**config.mk**
```make
export PLATFORM = sky130hd
export DESIGN_NAME = leaf_stream_bridge
export DESIGN_NICKNAME = d
export VERILOG_FILES = /design/src/rtl/leaf_stream_bridge.sv
export SDC_FILE = /design/constraint.sdc
export NUM_CORES = 1
export LEC_CHECK = 0
export BUFFER_PORTS_ARGS = -buffer_cell sky130_fd_sc_hd__buf_2
export CAP_MARGIN = 5
export CORE_ASPECT_RATIO = 0.75
export CORE_MARGIN = 1
export CORE_UTILIZATION = 60
export CTS_BUF_LIST = sky130_fd_sc_hd__clkbuf_16
export DETAILED_ROUTE_END_ITERATION = 6
export PLACE_DENSITY = 0.81
export SLEW_MARGIN = 10
export SYNTH_ARGS = -nofsm -noshare
export SYNTH_HDL_FRONTEND = slang
export SYNTH_HIERARCHICAL = 1
export SYNTH_SLANG_ARGS = --single-unit
```
**constraint.sdc**
```tcl
create_clock -name clk -period 4.3 [get_ports clk]
set_input_delay 0.215 -clock clk [delete_from_list [all_inputs] [get_ports clk]]
set_output_delay 0.215 -clock clk [all_outputs]
set_load 0.005 [all_outputs]
```
**src/rtl/leaf_stream_bridge.sv**
```systemverilog
// leaf_stream_bridge: elastic per-channel bridge between leaf user ports and HLS ap_vld/ap_ack streams
// Ports: clk/reset; ap_start_in -> ap_start (gated by a post-reset delay);
//   if_din/if_vld/if_ack -> in-FIFOs -> k_dout/k_vld/k_ack (NUM_IN channels);
//   k_din/k_din_vld/k_din_ack -> out-FIFOs -> if_dout/if_dout_vld/if_dout_ack (NUM_OUT channels);
//   rx_count/tx_count: per-channel transfer counters on the kernel side.
module leaf_stream_fifo #(
  parameter int W = 32,
  parameter int DEPTH = 4
) (
  input  logic         clk,
  input  logic         reset,
  input  logic [W-1:0] din,
  input  logic         in_vld,
  output logic         in_ack,
  output logic [W-1:0] dout,
  output logic         out_vld,
  input  logic         out_ack
);
  localparam int AW = $clog2(DEPTH);
  logic [W-1:0] mem [DEPTH];
  logic [AW-1:0] wp, rp;
  logic [AW:0] occ;
  logic push, pop;
  // ack depends only on registered occupancy, never on the producer's vld
  assign in_ack = occ != (AW+1)'(DEPTH);
  assign out_vld = occ != '0;
  assign dout = mem[rp];
  assign push = in_vld & in_ack;
  assign pop = out_vld & out_ack;
  always_ff @(posedge clk)
    if (push) mem[wp] <= din;
  always_ff @(posedge clk)
    if (reset) begin
      wp <= '0;
      rp <= '0;
      occ <= '0;
    end else begin
      if (push) wp <= wp + 1'b1;
      if (pop) rp <= rp + 1'b1;
      occ <= occ + (AW+1)'(push) - (AW+1)'(pop);
    end
endmodule

module leaf_stream_bridge #(
  parameter int PAYLOAD_BITS = 32,
  parameter int NUM_IN = 3,
  parameter int NUM_OUT = 3,
  parameter int DEPTH = 4,
  parameter int START_DELAY = 16,
  parameter int CNT_BITS = 32
) (
  input  logic                            clk,
  input  logic                            reset,
  input  logic                            ap_start_in,
  output logic                            ap_start,
  input  logic [NUM_IN*PAYLOAD_BITS-1:0]  if_din,
  input  logic [NUM_IN-1:0]               if_vld,
  output logic [NUM_IN-1:0]               if_ack,
  output logic [NUM_IN*PAYLOAD_BITS-1:0]  k_dout,
  output logic [NUM_IN-1:0]               k_vld,
  input  logic [NUM_IN-1:0]               k_ack,
  input  logic [NUM_OUT*PAYLOAD_BITS-1:0] k_din,
  input  logic [NUM_OUT-1:0]              k_din_vld,
  output logic [NUM_OUT-1:0]              k_din_ack,
  output logic [NUM_OUT*PAYLOAD_BITS-1:0] if_dout,
  output logic [NUM_OUT-1:0]              if_dout_vld,
  input  logic [NUM_OUT-1:0]              if_dout_ack,
  output logic [NUM_IN*CNT_BITS-1:0]      rx_count,
  output logic [NUM_OUT*CNT_BITS-1:0]     tx_count
);
  localparam int PB = PAYLOAD_BITS;
  localparam int CB = CNT_BITS;
  localparam int DW = START_DELAY > 1 ? $clog2(START_DELAY) : 1;
  for (genvar i = 0; i < NUM_IN; i++) begin : g_in
    logic [CB-1:0] cnt;
    leaf_stream_fifo #(.W(PB), .DEPTH(DEPTH)) u_fifo (
      .clk(clk), .reset(reset),
      .din(if_din[i*PB +: PB]), .in_vld(if_vld[i]), .in_ack(if_ack[i]),
      .dout(k_dout[i*PB +: PB]), .out_vld(k_vld[i]), .out_ack(k_ack[i])
    );
    always_ff @(posedge clk)
      if (reset) cnt <= '0;
      else if (k_vld[i] & k_ack[i]) cnt <= cnt + 1'b1;
    assign rx_count[i*CB +: CB] = cnt;
  end
  for (genvar j = 0; j < NUM_OUT; j++) begin : g_out
    logic [CB-1:0] cnt;
    leaf_stream_fifo #(.W(PB), .DEPTH(DEPTH)) u_fifo (
      .clk(clk), .reset(reset),
      .din(k_din[j*PB +: PB]), .in_vld(k_din_vld[j]), .in_ack(k_din_ack[j]),
      .dout(if_dout[j*PB +: PB]), .out_vld(if_dout_vld[j]), .out_ack(if_dout_ack[j])
    );
    always_ff @(posedge clk)
      if (reset) cnt <= '0;
      else if (k_din_vld[j] & k_din_ack[j]) cnt <= cnt + 1'b1;
    assign tx_count[j*CB +: CB] = cnt;
  end
  typedef enum logic {WAIT, RUN} state_t;
  state_t st;
  logic [DW-1:0] dcnt;
  // with no delay the start path is open from the first cycle after reset
  always_ff @(posedge clk)
    if (reset) begin
      st <= WAIT;
      dcnt <= '0;
      ap_start <= 1'b0;
    end else begin
      ap_start <= (st == RUN || START_DELAY == 0) & ap_start_in;
      if (st == WAIT) begin
        if (START_DELAY == 0 || dcnt == DW'(START_DELAY - 1)) st <= RUN;
        dcnt <= dcnt + 1'b1;
      end
    end
endmodule

```
# After elaboration in Yosys (flattened, before gate mapping)
# Memories as Yosys holds them, arrays and structs flattened. A register that Yosys moved wholly into a read port is not among the register bits.
# Cells that the tools add are included.
# totals
reg_bits	240
ram_bits	768
mem_count	6
# mem_list
memory	words	width	rd	rd_ports_with_merged_regs	wr	line	source
g_in[0].u_fifo.mem	4	32	1	1	1	20	logic [W-1:0] mem [DEPTH];
g_in[1].u_fifo.mem	4	32	1	1	1	20	
g_in[2].u_fifo.mem	4	32	1	1	1	20	
g_out[0].u_fifo.mem	4	32	1	1	1	20	
g_out[1].u_fifo.mem	4	32	1	1	1	20	
g_out[2].u_fifo.mem	4	32	1	1	1	20	
# op_classes
n_addsub	31
n_eq_ne	7
mux	26
bitwise_logic	13
reduce_logical	6
# op_table
operator	n
adder 32 x 1 -> 32 bit (second input constant)	6
adder 2 x 1 -> 2 bit (second input constant)	12
two-way mux 2 bit	12
adder 3 x 1 -> 3 bit	6
!= test 3 bit (second input constant)	6
nonzero test 3 bit	6
subtractor 3 x 1 -> 3 bit	6
two-way mux 1 bit	14
bitwise AND 1 bit	13
adder 4 x 1 -> 4 bit (second input constant)	1
== test 4 bit (second input constant)	1

# Logic depth before layout (Yosys ltp)
# depth
word_depth	4
depth_mapped	11

# By module
# The synthesis kept the hierarchy.
# modules_own_cells
mod	instances	cells_each	area_per_inst_um2
leaf_stream_fifo	6	216	5127.4
leaf_stream_bridge	1	1087	9302.7

# Least setup slack after synthesis
# Ideal clock, no wire load.
# synth_timing
path_type	flip-flop to flip-flop
startpoint	register g_in[0].u_fifo.occ[1]
endpoint	register g_in[0].cnt[31]
arrival_ns	2.074
path_slack_ns	2.106
path_stages_with_launch	7
path_buffers	1
cell_sequence	dfxtp_1 -> or3_1 -> and4_1 -> clkbuf_2 -> or4b_1 -> nor4b_1 -> mux2_2
# synth_via
elab_chain_len	2
# synth_lines
item	line	source
start, declared	22	logic [AW:0] occ;
start signal, assigned	40	occ <= occ + (AW+1)'(push) - (AW+1)'(pop);
nonzero test 3 bit	26	assign out_vld = occ != '0;
named net k_vld[0]	60	output logic [NUM_IN-1:0] k_vld,
bitwise AND 1 bit	83	else if (k_vld[i] & k_ack[i]) cnt <= cnt + 1'b1;
end signal, assigned	83	
end, declared	75	logic [CB-1:0] cnt;
# The timed path passes the listed nets, and every way through them passes these cells.
# A chain may end at the register's enable or synchronous reset.

==> results.json <==
{
  "die_y_um": 225.8,
  "first_pass_iters": 5,
  "drc": 0,
  "post_drt_wl_per_cell_um": 25.15,
  "worstSkewPairLatency_ns": 0.66,
  "vias": 25820,
  "synth_cells": 2383,
  "hold_path.class": "input port to flop",
  "power_frac_seq_pct": 48.3,
  "rsz0062_at_grt": "false",
  "ant_nets": 0,
  "maxSlewViolCount": 0,
  "gp_congestion": 0.8687,
  "nFillCells": 3690,
  "final_cell_mix": "edfxtp_1 (768), buf_2 (602), dfxtp_1 (241)",
  "dieWidth_um": 300.4,
  "fin_setup_tns_ns": 0,
  "numCtsBuffers": 93,
  "synthFlopType": "edfxtp_1",
  "pwr-share-clk_pct": 31.9,
  "synth-seq-cells": 1020,
  "switchingPower_w": 0.007176,
  "synth.avg_cell_area_sq_um": 16.81,
  "ios": 604,
  "finalHoldViolations": 0,
  "antenna_found_initial": 5,
  "vdd_drop_max_mv": 0.4837,
  "drt_iter0_drc": 2378,
  "yosysWarnings": 6,
  "ys_seq_area_share_pct": 70.15,
  "fin_crit_sh_pct": 69.94,
  "nets": 3442,
  "cpPeakStageDelay_ns": 0.83,
  "p_per_area_mw_per_mm2": 534.5,
  "setup_slack_ns": 1.293,
  "grt_first_pass_wirelength_um": 154200,
  "post_drt_via_cell_ratio": 6.235,
  "setup_viol": 0,
  "worstSetupStartpointType": "flop",
  "coreArea_sq_mm": 0.06557,
  "die-area_sq_mm": 0.06783,
  "critPathKind": "flop to output port",
  "place_ws_ns": 1.477,
  "grt_pass1_vias": 25750,
  "clockRootBuffer": "clkbuf_16",
  "path_delay_family": "flip-flops",
  "initial_core_util_pct": 61.10,
  "max-cap-violations": 0,
  "fmax_mhz": 332.5,
  "syn_area_sq_mm": 0.04007,
  "arrival_ns": 2.79,
  "synth_edf_count": 768,
  "swShare_pct": 27.61,
  "crit_path_max_fanout": 21,
  "p_leak_nw": 17.24,
  "grt_max_degree": 140,
  "period_minus_slack_ns": 3.007,
  "drt-total-wl_um": 104100,
  "slew_headroom_pct": 28.37,
  "stdcell_count": 4141,
  "skew_ns": 0.02162,
  "p_int_w": 0.01881,
  "outcome": "finished clean",
  "overflow": 0,
  "synthToLayoutAreaGrowth_pct": 21.34,
  "rows": 81,
  "synth_fp_nets": 2639,
  "worstSetupEndpointType": "output port",
  "post-route-util_pct": 74.14,
  "placed_cells": 3763,
  "crit_path_cell_trace": "buf_4, mux4_1, buf_2",
  "cts_setup_buffers": 0,
  "yosysUniqueCellTypes": 49,
  "finalPower_w": 0.02599,
  "async_flop_share_pct": 0,
  "required_ns": 4.09,
  "path_buf_inv": 2,
  "io_buffers": 603,
  "path_clk_slew_ns": 0.07,
  "layout_commonest_cell": "edfxtp_1",
  "post_cts_resized": 0,
  "worstMarginPinSlew_ns": 1.071,
  "track_usage_pct": 30.23,
  "slowest_stage": "dfxtp_2",
  "cts_tree": "done",
  "cts_buffer_depth": 3,
  "hold_buffers": 199,
  "pwr-share-comb_pct": 19.8,
  "drive_gt1_share_pct": 30.69,
  "clkSinkCount": 1020,
  "dp_hpwl_um": 63800,
  "htreeDepth": 3
}
-- cell usage after synthesis, types with 36 or more instances --
cell type | n | area (sq um)
edfxtp_1 | 768 | 23060
dfxtp_1 | 252 | 5045
mux4_2 | 180 | 4054
nor2_1 | 133 | 499.2
a21oi_1 | 113 | 565.5
or4_1 | 79 | 593.1
nand2_1 | 76 | 285.3
o31ai_1 | 75 | 563.0
xor2_1 | 69 | 604.3
nand3_1 | 65 | 325.3
nand4_1 | 64 | 400.4
clkbuf_1 | 55 | 206.5
inv_1 | 47 | 176.4
ha_1 | 43 | 538.0
and2_1 | 41 | 256.5
and4_1 | 39 | 341.6
or3_1 | 36 | 225.2
-- cell type report --
type | count | area (sq um) | share of cell area, %
Sequential cell | 1020 | 28120 | 57.84
Multi-Input combinational cell | 1204 | 11010 | 22.64
Timing Repair Buffer | 820 | 5166 | 10.63
Clock buffer | 94 | 2352 | 4.838
Tap cell | 871 | 1090 | 2.242
Clock inverter | 80 | 691.9 | 1.423
Inverter | 47 | 176.4 | 0.3629
Antenna cell | 5 | 12.51 | 0.02574
-- per-stage QoR --
stage                     hold WS [ns]  instance area (sq um)
final                          0.02408                  48620
after global routing           0.01834                  48620
after CTS                    0.0009277                  48610
after detailed placement        0.4328                  43570
after global placement          0.4234                  43570
after floorplan                 0.3139                  40070
-- kinds of logic (layout without fill, tap and decap cells) --
| kind of cell | Yosys count | count (layout) | share of synthesized area [%] |
|---|---|---|---|
| other | 0 | 5 | 0 |
| buffers and inverters | 159 | 1041 | 2.426 |
| multiplexers | 214 | 214 | 11.50 |
| adder cells (fa/ha/maj) | 49 | 49 | 1.643 |
| AO/OA/AOI/OAI | 243 | 243 | 3.779 |
| XOR/XNOR | 89 | 89 | 1.945 |
| flip-flops | 1020 | 1020 | 70.15 |
| AND/OR/NAND/NOR | 609 | 609 | 8.556 |
-- final timing paths --
| check | startpoint | end | slack, ns | cells past startpoint |
|---|---|---|---|---|
| worst min register to register | g_in[2].cnt[31] | g_in[2].cnt[31] | 0.48 | 2 |
| worst max register to register | g_out[2].cnt[3] | g_out[2].cnt[30] | 1.36 | 4 |
| worst max-delay path | flop | k_dout[60] | 1.29 | 3 |
| worst min-delay path | if_dout_ack[2] | flop | 0.02 | 4 |
-- layer usage --
layer | vias up | track usage, % | part of all wire (%)
met2 | 1389 | 52.56 | 51
met5 | - | 0 | 0
met4 | 0 | 14.07 | 5.1
met3 | 318 | 6.407 | 8.3
met1 | 13030 | 36.18 | 35
li1 | 11090 | - | -
-- worst reg2reg max path, stage by stage (launching register included) --
cell	delay, ns
dfxtp_1	0.44
and4_1	0.46
nand4_1	0.91
or4_1	0.83
a21oi_1	0.20
-- power groups by stage --
stage          clock network, W  logic (W)  registers, W
6_report                0.00829    0.00515        0.0126
5_1_grt                 0.00872    0.00548        0.0127
4_1_cts                 0.00831    0.00512        0.0125
3_5_place_dp                  0    0.00489        0.0127
3_3_place_gp                  0    0.00472        0.0126
2_1_floorplan                 0    0.00352        0.0122
-- flip-flops by register name, indices dropped and copies added (netlist names), 4 cells and up, named ones only --
name / cells
g_in.u_fifo/mem: 384
g_out.u_fifo/mem: 384
g_in.cnt: 96
g_out.cnt: 96
g_in.u_fifo/occ: 9
g_out.u_fifo/occ: 9
g_in.u_fifo/rp: 6
g_in.u_fifo/wp: 6
g_out.u_fifo/rp: 6
g_out.u_fifo/wp: 6
dcnt: 4
(Power assumes the default switching activity.)
